**src/rtl/seven_seg_pkg.sv**
```systemverilog
// ---------------------------------------------------------------------------
// seven_seg_pkg
// Shared types and constants for the 4-digit common-anode 7-segment display
// path.
//   state_t       : scanner FSM states (BLANK dead time, SHOW digit lit)
//   SEG_OFF       : all segments dark (active-low)
//   AN_OFF        : all anodes disabled (active-low)
//   HEX_SEG       : 16-entry hex -> segment table, active-low, written
//                   left-to-right as a..g (bit 6 = a ... bit 0 = g)
//   lead_zero_mask: which digits are leading zeros of a 4-nibble value
// ---------------------------------------------------------------------------
package seven_seg_pkg;

  typedef enum logic [0:0] {
    BLANK = 1'b0,
    SHOW  = 1'b1
  } state_t;

  localparam logic [6:0] SEG_OFF = 7'b1111111;
  localparam logic [3:0] AN_OFF  = 4'b1111;

  // Active-low patterns, a..g left to right.
  localparam logic [6:0] HEX_SEG [16] = '{
    7'b0000001,  // 0
    7'b1001111,  // 1
    7'b0010010,  // 2
    7'b0000110,  // 3
    7'b1001100,  // 4  (b c f g)
    7'b0100100,  // 5
    7'b0100000,  // 6
    7'b0001111,  // 7
    7'b0000000,  // 8
    7'b0000100,  // 9
    7'b0001000,  // A
    7'b1100000,  // b
    7'b0110001,  // C
    7'b1000010,  // d
    7'b0110000,  // E
    7'b0111000   // F
  };

  // Bit i is set when nibble i and every higher nibble are zero.
  // Digit 0 is always shown so a value of zero still reads "0".
  function automatic logic [3:0] lead_zero_mask(input logic [15:0] nibbles);
    logic [3:0] mask;
    mask[3] = (nibbles[15:12] == 4'h0);
    mask[2] = mask[3] & (nibbles[11:8] == 4'h0);
    mask[1] = mask[2] & (nibbles[7:4] == 4'h0);
    mask[0] = 1'b0;
    return mask;
  endfunction

  // One-hot active-low anode select for a 2-bit digit index.
  function automatic logic [3:0] anode_select(input logic [1:0] digit);
    return ~(4'b0001 << digit);
  endfunction

endpackage

```
**src/rtl/hex_to_seg.sv**
```systemverilog
// ---------------------------------------------------------------------------
// hex_to_seg
// Combinational hex nibble to active-low 7-segment pattern. Kept as its own
// module so the single-digit display path can reuse the same decoder.
// Ports:
//   nibble  in  4  hex value 0..F
//   seg     out 7  active-low segments, bit 6 = a ... bit 0 = g
// ---------------------------------------------------------------------------
module hex_to_seg
  import seven_seg_pkg::*;
(
  input  logic [3:0] nibble,
  output logic [6:0] seg
);

  // Table lookup of the segment pattern.
  always_comb begin
    seg = HEX_SEG[nibble];
  end

endmodule

```
**src/rtl/seven_seg_scanner.sv**
```systemverilog
// ---------------------------------------------------------------------------
// seven_seg_scanner
// Autonomous time-multiplexed driver for a 4-digit common-anode 7-segment
// display. Each digit gets BLANK_CYC cycles of dead time (all anodes off)
// followed by REFRESH_DIV cycles lit. The inputs are snapshotted on the first
// cycle of every frame, so a frame never mixes old and new data.
//
// Parameters:
//   REFRESH_DIV  lit time per digit in clk cycles (>= 1)
//   BLANK_CYC    dead time before each digit in clk cycles (>= 1)
// Build option:
//   LEADING_ZERO_BLANK_EN  when defined, leading zero digits 1..3 are also
//                          blanked (decided from the snapshot)
// Ports:
//   clk       in   1   system clock, rising edge
//   rst_n     in   1   synchronous reset, active-low
//   digits_i  in   16  hex nibbles, [3:0] = digit 0 (rightmost)
//   dp_i      in   4   decimal point request per digit, 1 = lit
//   blank_i   in   4   force digit off, 1 = blank
//   AN        out  4   anode enables, active-low, AN[i] = digit i
//   D         out  7   segments, active-low, bit 6 = a ... bit 0 = g
//   DP        out  1   decimal point, active-low
// All outputs are registered and follow the FSM state with one cycle of
// latency.
// ---------------------------------------------------------------------------
module seven_seg_scanner
  import seven_seg_pkg::*;
#(
  parameter int REFRESH_DIV = 100000,
  parameter int BLANK_CYC   = 1000
) (
  input  logic        clk,
  input  logic        rst_n,
  input  logic [15:0] digits_i,
  input  logic [3:0]  dp_i,
  input  logic [3:0]  blank_i,
  output logic [3:0]  AN,
  output logic [6:0]  D,
  output logic        DP
);

  localparam int CNT_MAX = (REFRESH_DIV > BLANK_CYC) ? REFRESH_DIV : BLANK_CYC;
  localparam int CNT_W   = (CNT_MAX > 1) ? $clog2(CNT_MAX) : 1;

  localparam logic [CNT_W-1:0] BLANK_LAST = CNT_W'(BLANK_CYC - 1);
  localparam logic [CNT_W-1:0] SHOW_LAST  = CNT_W'(REFRESH_DIV - 1);

  state_t           state;
  state_t           state_next;
  logic [CNT_W-1:0] cnt;
  logic [CNT_W-1:0] cnt_next;
  logic [1:0]       idx;
  logic [1:0]       idx_next;

  logic [15:0]      snap_digits;
  logic [3:0]       snap_dp;
  logic [3:0]       snap_blank;
  logic [3:0]       blank_in;
  logic             snap_en;

  logic [3:0]       cur_nibble;
  logic [6:0]       cur_seg;

  logic [3:0]       an_next;
  logic [6:0]       d_next;
  logic             dp_next;

  // The frame starts on the first dead-time cycle of digit 0.
  assign snap_en = (state == BLANK) && (idx == 2'd0) && (cnt == '0);

  // Blank mask captured into the snapshot, optionally including leading zeros.
  always_comb begin
`ifdef LEADING_ZERO_BLANK_EN
    blank_in = blank_i | lead_zero_mask(digits_i);
`else
    blank_in = blank_i;
`endif
  end

  // Snapshot registers: loaded once per frame, held otherwise.
  always_ff @(posedge clk) begin
    if (!rst_n) begin
      snap_digits <= 16'h0000;
      snap_dp     <= 4'b0000;
      snap_blank  <= 4'b0000;
    end else if (snap_en) begin
      snap_digits <= digits_i;
      snap_dp     <= dp_i;
      snap_blank  <= blank_in;
    end else begin
      snap_digits <= snap_digits;
      snap_dp     <= snap_dp;
      snap_blank  <= snap_blank;
    end
  end

  // Next-state logic: dead time then lit time per digit, digit index wraps.
  always_comb begin
    state_next = state;
    cnt_next   = cnt + CNT_W'(1);
    idx_next   = idx;
    case (state)
      BLANK: begin
        if (cnt == BLANK_LAST) begin
          state_next = SHOW;
          cnt_next   = '0;
        end else begin
          state_next = BLANK;
        end
      end
      SHOW: begin
        if (cnt == SHOW_LAST) begin
          state_next = BLANK;
          cnt_next   = '0;
          idx_next   = idx + 2'd1;
        end else begin
          state_next = SHOW;
        end
      end
      default: begin
        state_next = BLANK;
        cnt_next   = '0;
        idx_next   = 2'd0;
      end
    endcase
  end

  // FSM state, dwell counter and digit index registers.
  always_ff @(posedge clk) begin
    if (!rst_n) begin
      state <= BLANK;
      cnt   <= '0;
      idx   <= 2'd0;
    end else begin
      state <= state_next;
      cnt   <= cnt_next;
      idx   <= idx_next;
    end
  end

  // Nibble of the digit currently being scanned, from the snapshot only.
  assign cur_nibble = snap_digits[{idx, 2'b00} +: 4];

  hex_to_seg u_hex_to_seg (
    .nibble (cur_nibble),
    .seg    (cur_seg)
  );

  // Output values for the current state; a blanked digit keeps its time slot
  // but leaves everything dark.
  always_comb begin
    an_next = AN_OFF;
    d_next  = SEG_OFF;
    dp_next = 1'b1;
    if ((state == SHOW) && !snap_blank[idx]) begin
      an_next = anode_select(idx);
      d_next  = cur_seg;
      dp_next = ~snap_dp[idx];
    end else begin
      an_next = AN_OFF;
      d_next  = SEG_OFF;
      dp_next = 1'b1;
    end
  end

  // Registered display pins.
  always_ff @(posedge clk) begin
    if (!rst_n) begin
      AN <= AN_OFF;
      D  <= SEG_OFF;
      DP <= 1'b1;
    end else begin
      AN <= an_next;
      D  <= d_next;
      DP <= dp_next;
    end
  end

endmodule

```
**config.mk**
```make
export PLATFORM = sky130hd
export DESIGN_NAME = seven_seg_scanner
export DESIGN_NICKNAME = d
export VERILOG_FILES = /design/src/rtl/seven_seg_pkg.sv /design/src/rtl/hex_to_seg.sv /design/src/rtl/seven_seg_scanner.sv
export SDC_FILE = /design/constraint.sdc
export NUM_CORES = 1
export LEC_CHECK = 0
export BUFFER_PORTS_ARGS = -buffer_cell sky130_fd_sc_hd__clkbuf_2
export CORE_MARGIN = 2
export CORE_UTILIZATION = 50
export CTS_CLUSTER_DIAMETER = 40
export DETAILED_ROUTE_END_ITERATION = 16
export PLACE_DENSITY = 0.71
export REMOVE_ABC_BUFFERS = 1
export SLEW_MARGIN = 20
export SYNTH_ARGS = -nofsm -noshare
export SYNTH_HDL_FRONTEND = slang
export SYNTH_SLANG_ARGS = --single-unit
```
**constraint.sdc**
```tcl
create_clock -name clk -period 2.7 [get_ports clk]
set_clock_uncertainty 0.15 [all_clocks]
set_input_delay 0.81 -clock clk [delete_from_list [all_inputs] [get_ports clk]]
set_output_delay 0.81 -clock clk [all_outputs]
set_load 0.02 [all_outputs]
```
==> metrics.txt, run 1 <==
# TYPE chip_impl_metric gauge
chip_impl_metric{name="grt_use_total",unit="%"} 17.8
chip_impl_metric{name="p_leak",unit="uW"} 0.00120
chip_impl_metric{name="dpl_worst_slack",unit="ns"} 0.527
chip_impl_info{name="leading_post_synthesis_cells_by_cell_area",value="sky130_fd_sc_hd__dfxtp_1 (43%), sky130_fd_sc_hd__mux2i_1 (10%), sky130_fd_sc_hd__nor2b_1 (6.5%)"} 1
chip_impl_info{name="layout.cells.most_common_list",value="sky130_fd_sc_hd__dfxtp_1 (56), sky130_fd_sc_hd__clkbuf_2 (37), sky130_fd_sc_hd__mux2i_1 (27), sky130_fd_sc_hd__nor2b_1 (27), sky130_fd_sc_hd__nor2_1 (23)"} 1
chip_impl_metric{name="final_antenna_net_count",unit=""} 0
chip_impl_metric{name="synth-seq-cells",unit=""} 56
chip_impl_metric{name="die_w",unit="um"} 75.9
chip_impl_metric{name="crit_path_max_incr_delay",unit="ns"} 0.62
chip_impl_metric{name="wire_length_of_the_first_global_routing_pass",unit="um"} 7690
chip_impl_metric{name="synth_adder_area_share",unit="%"} 5.82
chip_impl_metric{name="report.final.setup_viol",unit=""} 0
chip_impl_info{name="class_of_the_tightest_hold_or_removal_check",value="reg2reg"} 1
chip_impl_metric{name="yosys.area_share.simple",unit="%"} 21.1
chip_impl_metric{name="syn_inst",unit=""} 251
chip_impl_metric{name="synthArstFlopShare",unit="%"} 0
chip_impl_metric{name="detail_route.wirelength",unit="um"} 4490
chip_impl_metric{name="cell_internal_pwr",unit="uW"} 1170
chip_impl_metric{name="setup_tns",unit="ns"} 0
chip_impl_metric{name="cap_violations",unit=""} 0
chip_impl_metric{name="grt_antenna_before_repair",unit=""} 0
chip_impl_metric{name="timing.max_slew.rel_slack",unit="%"} 71.0
chip_impl_metric{name="floorplan.io_pins",unit=""} 38
chip_impl_metric{name="max_freq",unit="MHz"} 463
chip_impl_metric{name="gp_congestion",unit=""} 0.817
chip_impl_metric{name="std_cell_rows",unit=""} 26
chip_impl_metric{name="cts.htree.levels",unit=""} 2
chip_impl_metric{name="detailroute.via_count",unit=""} 1764
chip_impl_metric{name="max-clock-path-buffers",unit=""} 2
chip_impl_metric{name="worst_ir_drop_vdd",unit="mV"} 0.326
chip_impl_metric{name="holdPathStages",unit=""} 1
chip_impl_info{name="synth_top_family_by_area",value="simple AND/OR/NAND/NOR gates"} 1
chip_impl_metric{name="sw_frac_of_total",unit="%"} 25.0
chip_impl_metric{name="area_share_of_the_largest_cell_type_after_synthesis",unit="%"} 43.4
chip_impl_metric{name="final-max-slew-violation-count",unit=""} 0
chip_impl_metric{name="detailedPlacementHpwl",unit="um"} 3360
chip_impl_metric{name="cts.sinks",unit=""} 56
chip_impl_metric{name="post-cts-setup-buffers",unit=""} 0
chip_impl_metric{name="clk_transition_reported_paths",unit="ns"} 0.10
chip_impl_metric{name="worst_r2r_path_depth",unit=""} 7
chip_impl_metric{name="critPathRequiredTime",unit="ns"} 2.76
chip_impl_info{name="start_kind",value="flop"} 1
chip_impl_metric{name="global_route.overflow_total",unit=""} 0
chip_impl_metric{name="route.detailed.drc",unit=""} 0
chip_impl_info{name="outcome",value="finished, final reports clean"} 1
chip_impl_metric{name="combPwrFrac",unit="%"} 12.8
chip_impl_metric{name="finalNetCount",unit=""} 325
chip_impl_metric{name="p_seq_share",unit="%"} 56.6
chip_impl_metric{name="critical_path_cell_count",unit=""} 7
chip_impl_metric{name="worst_slew_pin_slew",unit="ns"} 0.435
chip_impl_info{name="slowest_stage",value="sky130_fd_sc_hd__mux4_2"} 1
chip_impl_info{name="primary_flip_flop_cell_chosen_by_synthesis_mapping",value="sky130_fd_sc_hd__dfxtp_1"} 1
chip_impl_info{name="tritoncts",value="done"} 1
chip_impl_metric{name="dieArea",unit="mm2"} 0.00575
chip_impl_metric{name="avgSynthCellArea",unit="um2"} 10.3
chip_impl_metric{name="post-route-worst-setup-slack",unit="ns"} 0.542
chip_impl_metric{name="starting_density_of_the_core",unit="%"} 51.2
chip_impl_metric{name="dieHeight",unit="um"} 75.9
chip_impl_info{name="critical_path.endpoint_type",value="flop"} 1
chip_impl_metric{name="number_of_library_cell_types_mapped_by_synthesis",unit=""} 34
chip_impl_metric{name="synthXorXnorAreaFrac",unit="%"} 5.43
chip_impl_info{name="critical-path-top-delay-family",value="multiplexers"} 1
chip_impl_metric{name="holdBufCountCts",unit=""} 0
chip_impl_metric{name="cts-buffers-inserted",unit=""} 5
chip_impl_metric{name="port-buffer-count",unit=""} 37
chip_impl_metric{name="post_cts_resize_count",unit=""} 0
chip_impl_info{name="cts-root-buf",value="sky130_fd_sc_hd__clkbuf_8"} 1
chip_impl_metric{name="worst-endpoint-arrival",unit="ns"} 2.22
chip_impl_metric{name="period_minus_slack",unit="ns"} 2.16
chip_impl_metric{name="critPathMaxFanout",unit=""} 6
chip_impl_metric{name="synth_compound_gate_area_share",unit="%"} 3.25
chip_impl_metric{name="synth_edf_count",unit=""} 0
chip_impl_metric{name="post-route-period-util",unit="%"} 79.9
chip_impl_metric{name="share_clk_of_total_power",unit="%"} 30.6
chip_impl_metric{name="grt_max_degree",unit=""} 25
chip_impl_metric{name="synth.mux.area_fraction",unit="%"} 15.7
chip_impl_info{name="sequence_of_cells_on_the_critical_path",value="mux4_2, inv_1, ha_1, nor2_1, a21oi_1, nand2_1, nand3_1"} 1
chip_impl_metric{name="cp_num_buf_inv",unit=""} 1
chip_impl_info{name="layout.cells.most_common",value="sky130_fd_sc_hd__dfxtp_1"} 1
chip_impl_metric{name="detail_route.first_pass.iterations",unit=""} 4
chip_impl_info{name="rsz0062_at_grt",value="no"} 1
chip_impl_metric{name="final-hold-violation-count",unit=""} 0
chip_impl_metric{name="cell_area_synth",unit="mm2"} 0.00258
chip_impl_metric{name="clock_insertion_delay_worst_skew",unit="ns"} 0.32
chip_impl_metric{name="first_global_vias",unit=""} 1694
chip_impl_metric{name="synth_sequential_area_ratio",unit="%"} 43.4
chip_impl_metric{name="powerDensity",unit="mW/mm2"} 543
chip_impl_info{name="timing.setup.critical_path_class",value="reg2reg"} 1
chip_impl_metric{name="num_antenna_cells",unit=""} 0
chip_impl_metric{name="iteration_0_drc_count_of_the_detailed_router",unit=""} 52
chip_impl_metric{name="wl_per_cell",unit="um"} 12.5
chip_impl_metric{name="area_growth_syn_to_layout",unit="%"} 11.5
chip_impl_info{name="synth_top_area_cell",value="sky130_fd_sc_hd__dfxtp_1"} 1
chip_impl_metric{name="avgViaCountPerCell",unit=""} 4.93
chip_impl_metric{name="ys_warn_count",unit=""} 0
chip_impl_metric{name="power_switching",unit="uW"} 390
chip_impl_metric{name="post_route_cells_drive_above_1_share",unit="%"} 20.8
chip_impl_metric{name="core_area",unit="mm2"} 0.00504
## path summary, 6_finish.rpt
kind                             from           endpoint  slack (ns)
setup / recovery  idx[0]$_SDFFE_PN0P_    D[5]$_SDFF_PN1_        0.54
hold / removal      cnt[0]$_SDFF_PN0_  cnt[0]$_SDFF_PN0_        0.32
setup reg to reg  idx[0]$_SDFFE_PN0P_    D[5]$_SDFF_PN1_        0.54
hold reg to reg     cnt[0]$_SDFF_PN0_  cnt[0]$_SDFF_PN0_        0.32
## cell type report
type / instances / area [um2]
Clock inverter: 2 / 13.8
Tap cell: 70 / 87.6
Sequential cell: 56 / 1120
Clock buffer: 6 / 82.6
Fill cell: 465 / 2160
Timing Repair Buffer: 41 / 215
Inverter: 9 / 33.8
Multi-Input combinational cell: 174 / 1330
## power by group through the flow
stage	Sequential [uW]	Combinational, uW	Clock, uW
after floorplan	896	150	0
after global placement	902	196	0
after detailed placement	903	201	0
after CTS	884	201	494
after global routing	890	227	527
final	884	200	479
## layer usage
metal | wire (um) | part of all wire (%) | global-route usage [%] | up-vias
met5 | 0 | 0 | 0 | -
met1 | 2080 | 46 | 23.2 | 811
met2 | 2140 | 48 | 27.7 | 27
met3 | 195 | 4.3 | 5.42 | 7
met4 | 76 | 1.7 | 6.82 | 0
li1 | - | - | - | 919
## registers in the layout (all words and copies together), names as in the netlist
| register | flops |
|---|---|
| DP | 1 |
| cnt | 17 |
| AN | 4 |
| snap_dp | 4 |
| snap_digits | 16 |
| state | 1 |
| snap_blank | 4 |
| idx | 2 |
| D | 7 |
## cell usage after synthesis, types with 4 or more instances
library cell / n
sky130_fd_sc_hd__dfxtp_1: 56
sky130_fd_sc_hd__mux2i_1: 27
sky130_fd_sc_hd__nor2b_1: 27
sky130_fd_sc_hd__nor2_1: 23
sky130_fd_sc_hd__nand2_1: 18
sky130_fd_sc_hd__ha_1: 12
sky130_fd_sc_hd__xor2_1: 10
sky130_fd_sc_hd__inv_1: 9
sky130_fd_sc_hd__nand3_1: 9
sky130_fd_sc_hd__mux4_2: 6
sky130_fd_sc_hd__xnor2_1: 6
sky130_fd_sc_hd__a21oi_1: 5
sky130_fd_sc_hd__nand4_1: 5
sky130_fd_sc_hd__buf_2: 4
sky130_fd_sc_hd__o221ai_1: 4
## metrics by stage
| stage | std cells | utilization, % | hold WS, ns | area (um2) | total power [uW] |
|---|---|---|---|---|---|
| 5_1_grt | 358 | 57.1 | 0.362 | 2880 | 1640 |
| 3_3_place_gp | 350 | 55.2 | 0.291 | 2780 | 1100 |
| 3_5_place_dp | 350 | 55.2 | 0.303 | 2780 | 1100 |
| 6_report | 358 | 57.1 | 0.323 | 2880 | 1560 |
| 4_1_cts | 358 | 57.1 | 0.324 | 2880 | 1580 |
| 2_1_floorplan | 239 | - | 0.280 | 2480 | 1050 |
## kinds of logic (layout without fill, tap and decap cells)
logic type	after synthesis	in the layout
and+or+nand+nor	100	100
adders and majority gates	12	12
DFF	56	56
xor gates and xnor gates	16	16
AOI/OAI and AO/OA	13	13
muxes	33	33
buffers and inverters	21	58
Note: power is estimated with default switching activity, not from simulation.
==> run 2: changes to the inputs <==
clock period = 2.2 ns   (was 2.7 ns; I/O delays follow)
==> run 2 against run 1 <==
Net effect:
- final cell count grew 1.1%
- global-route usage shrank 0.83 points
- setup slack worse by 0.35 ns
- worst hold slack gained 0.00082 ns
- maximum frequency increased by 7.4%
- via count up 4.6%
- routed wire length rose by 1.2%
- power is 23% higher
- utilization is 0.74 points higher
- first-iteration DRC count decreased by 9.6%
- clock power increased by 20%
- register-to-register slack worse by 0.35 ns
==> metrics.txt, run 2 (synthesis gave the netlist of run 1 again) <==
# TYPE chip_impl_metric gauge
chip_impl_metric{name="grt_max_degree",unit=""} 25
chip_impl_metric{name="dieHeight",unit="um"} 75.9
chip_impl_metric{name="share_clk_of_total_power",unit="%"} 29.9
chip_impl_metric{name="area_growth_syn_to_layout",unit="%"} 13.0
chip_impl_info{name="class_of_the_tightest_hold_or_removal_check",value="reg2reg"} 1
chip_impl_metric{name="port-buffer-count",unit=""} 37
chip_impl_info{name="tritoncts",value="done"} 1
chip_impl_metric{name="sw_frac_of_total",unit="%"} 24.3
chip_impl_metric{name="first_global_vias",unit=""} 1717
chip_impl_metric{name="detailroute.via_count",unit=""} 1845
chip_impl_info{name="layout.cells.most_common",value="sky130_fd_sc_hd__dfxtp_1"} 1
chip_impl_metric{name="global_route.overflow_total",unit=""} 0
chip_impl_metric{name="clk_transition_reported_paths",unit="ns"} 0.10
chip_impl_metric{name="max_reg_flops",unit=""} 17
chip_impl_info{name="largestRegisters",value="cnt x17, snap_digits x16, D x7"} 1
chip_impl_metric{name="crit_path_max_incr_delay",unit="ns"} 0.42
chip_impl_metric{name="regArea",unit="mm2"} 0.00112
chip_impl_metric{name="holdBufCountCts",unit=""} 0
chip_impl_metric{name="final-max-slew-violation-count",unit=""} 0
chip_impl_metric{name="worst_ir_drop_vdd",unit="mV"} 0.376
chip_impl_metric{name="gp_congestion",unit=""} 0.924
chip_impl_metric{name="cts.htree.levels",unit=""} 2
chip_impl_metric{name="setup_tns",unit="ns"} 0
chip_impl_metric{name="dieArea",unit="mm2"} 0.00575
chip_impl_metric{name="avgViaCountPerCell",unit=""} 5.10
chip_impl_metric{name="worst_slew_pin_slew",unit="ns"} 0.414
chip_impl_info{name="critical_path.endpoint_type",value="flop"} 1
chip_impl_metric{name="cap_violations",unit=""} 0
chip_impl_metric{name="worst-endpoint-arrival",unit="ns"} 2.06
chip_impl_metric{name="starting_density_of_the_core",unit="%"} 51.2
chip_impl_metric{name="std_cell_rows",unit=""} 26
chip_impl_metric{name="post_route_cells_drive_above_1_share",unit="%"} 21.6
chip_impl_metric{name="grt_antenna_before_repair",unit=""} 0
chip_impl_metric{name="iteration_0_drc_count_of_the_detailed_router",unit=""} 47
chip_impl_info{name="critical-path-top-delay-family",value="simple AND/OR/NAND/NOR gates"} 1
chip_impl_metric{name="critPathMaxFanout",unit=""} 24
chip_impl_metric{name="cp_num_buf_inv",unit=""} 1
chip_impl_metric{name="max-clock-path-buffers",unit=""} 2
chip_impl_metric{name="cell_internal_pwr",unit="uW"} 1450
chip_impl_metric{name="p_total",unit="uW"} 1920
chip_impl_metric{name="wl_per_cell",unit="um"} 12.6
chip_impl_info{name="sequence_of_cells_on_the_critical_path",value="or3_4, nor4_4, and4bb_1, buf_12, mux2i_1, nor2b_1"} 1
chip_impl_metric{name="powerDensity",unit="mW/mm2"} 657
chip_impl_metric{name="p_leak",unit="uW"} 0.00122
chip_impl_metric{name="core_area",unit="mm2"} 0.00504
chip_impl_metric{name="multiInputGateArea",unit="mm2"} 0.00133
chip_impl_metric{name="final_antenna_net_count",unit=""} 0
chip_impl_metric{name="wire_length_of_the_first_global_routing_pass",unit="um"} 7440
chip_impl_metric{name="finalNetCount",unit=""} 329
chip_impl_info{name="worst_r2r_endpoint",value="snap_digits[11]$_SDFFE_PN0P_"} 1
chip_impl_metric{name="post-route-period-util",unit="%"} 91.3
chip_impl_metric{name="fillers",unit=""} 445
chip_impl_metric{name="route.detailed.drc",unit=""} 0
chip_impl_metric{name="critical_path_cell_count",unit=""} 6
chip_impl_metric{name="max_freq",unit="MHz"} 498
chip_impl_metric{name="detail_route.first_pass.iterations",unit=""} 4
chip_impl_metric{name="floorplan.io_pins",unit=""} 38
chip_impl_metric{name="p_seq_share",unit="%"} 56.6
chip_impl_info{name="cts-root-buf",value="sky130_fd_sc_hd__clkbuf_8"} 1
chip_impl_info{name="crit_reg_reg_startpoint",value="cnt[13]$_SDFF_PN0_"} 1
chip_impl_metric{name="num_antenna_cells",unit=""} 0
chip_impl_metric{name="die_w",unit="um"} 75.9
chip_impl_info{name="layout.cells.most_common_list",value="sky130_fd_sc_hd__dfxtp_1 (55), sky130_fd_sc_hd__clkbuf_2 (37), sky130_fd_sc_hd__mux2i_1 (27), sky130_fd_sc_hd__nor2b_1 (27), sky130_fd_sc_hd__nor2_1 (23)"} 1
chip_impl_metric{name="cts.sinks",unit=""} 56
chip_impl_metric{name="detail_route.wirelength",unit="um"} 4540
chip_impl_metric{name="combPwrFrac",unit="%"} 13.5
chip_impl_metric{name="timing.max_slew.rel_slack",unit="%"} 72.2
chip_impl_info{name="outcome",value="finished, final reports clean"} 1
chip_impl_info{name="startpoint",value="cnt[13]$_SDFF_PN0_"} 1
chip_impl_metric{name="clock_insertion_delay_worst_skew",unit="ns"} 0.30
chip_impl_info{name="largest-register",value="cnt"} 1
chip_impl_metric{name="final-hold-violation-count",unit=""} 0
chip_impl_metric{name="cts-buffers-inserted",unit=""} 5
chip_impl_info{name="rsz0062_at_grt",value="no"} 1
chip_impl_metric{name="worst-r2r-setup-slack",unit="ns"} 0.19
chip_impl_metric{name="period_minus_slack",unit="ns"} 2.01
chip_impl_metric{name="grt_use_total",unit="%"} 17.0
chip_impl_metric{name="critPathRequiredTime",unit="ns"} 2.25
chip_impl_info{name="timing.setup.critical_path_class",value="reg2reg"} 1
chip_impl_metric{name="detailedPlacementHpwl",unit="um"} 3300
chip_impl_info{name="endpoint",value="snap_digits[11]$_SDFFE_PN0P_"} 1
chip_impl_metric{name="worst_r2r_path_depth",unit=""} 6
chip_impl_info{name="slowest_stage",value="sky130_fd_sc_hd__or3_4"} 1
chip_impl_info{name="start_kind",value="flop"} 1
chip_impl_metric{name="power_switching",unit="uW"} 466
chip_impl_metric{name="report.final.setup_viol",unit=""} 0
[run 2: cell types whose count changed in the layout (fill, tap and decap cells not counted)]
cell	delta
sky130_fd_sc_hd__buf_4	+3
sky130_fd_sc_hd__clkbuf_1	+2
sky130_fd_sc_hd__buf_12	+1
sky130_fd_sc_hd__clkinv_2	-1
sky130_fd_sc_hd__dfxtp_1	-1
sky130_fd_sc_hd__dfxtp_2	+1
sky130_fd_sc_hd__inv_6	-1
[run 2: what timing repair did]
action / 4_1_cts / 5_1_grt
endpoints found under the setup margin: 0 / 2
resized for setup: 0 / 1
setup buffers: 0 / 0
[run 2: final cells by class]
| class | instances | share of cell area, % |
|---|---|---|
| repair buffers | 45 | 8.84 |
| well taps | 70 | 3.00 |
| flip-flops and latches | 56 | 38.5 |
| multi-input cells | 174 | 45.4 |
| inverters | 9 | 1.16 |
| clock buffers | 8 | 3.09 |
[run 2: power by group through the flow]
stage | Clock, uW | Combinational [uW] | Sequential, uW
after global routing | 624 | 287 | 1090
final | 573 | 259 | 1080
after floorplan | 0 | 184 | 1100
after global placement | 0 | 253 | 1110
after CTS | 591 | 261 | 1080
after detailed placement | 0 | 261 | 1110
[run 2: per-stage QoR]
step           cell area, um2  hold WS (ns)  worst slack, ns  utilization, %  cells
3_5_place_dp             2830         0.308            0.144            56.0    354
5_1_grt                  2920         0.351           0.0276            57.8    362
6_report                 2920         0.324            0.191            57.8    362
3_3_place_gp             2830         0.294            0.199            56.0    354
2_1_floorplan            2480         0.280           -0.233               -    239
4_1_cts                  2920         0.331            0.130            57.8    362
[run 2: metal layers]
layer	share of wire, %	GRT usage (%)	wire length, um	vias to the layer above
li1	-	-	-	933
met4	1.4	7.02	63	0
met3	3.1	3.84	142	7
met2	47	27.7	2140	28
met5	0	0	0	-
met1	48	21.6	2200	877
[run 2: how the worst min path moves through the flow]
stage	endpoint	slack, ns	start	depth (start not counted)
4_1_cts	cnt[0]$_SDFF_PN0_	0.33	cnt[0]$_SDFF_PN0_	1
5_1_grt	cnt[0]$_SDFF_PN0_	0.35	cnt[0]$_SDFF_PN0_	1
2_1_floorplan	cnt[0]$_SDFF_PN0_	0.28	cnt[0]$_SDFF_PN0_	1
3_5_place_dp	cnt[0]$_SDFF_PN0_	0.31	cnt[0]$_SDFF_PN0_	1
6_report	cnt[0]$_SDFF_PN0_	0.32	cnt[0]$_SDFF_PN0_	1
3_3_place_gp	cnt[0]$_SDFF_PN0_	0.29	cnt[0]$_SDFF_PN0_	1
[run 2: worst reg2reg max path, cell delays in order (launching register included)]
cell and delay (ns):
sky130_fd_sc_hd__dfxtp_1 0.36, sky130_fd_sc_hd__or3_4 0.42, sky130_fd_sc_hd__nor4_4 0.18, sky130_fd_sc_hd__and4bb_1 0.28, sky130_fd_sc_hd__buf_12 0.22, sky130_fd_sc_hd__mux2i_1 0.24
sky130_fd_sc_hd__nor2b_1 0.06
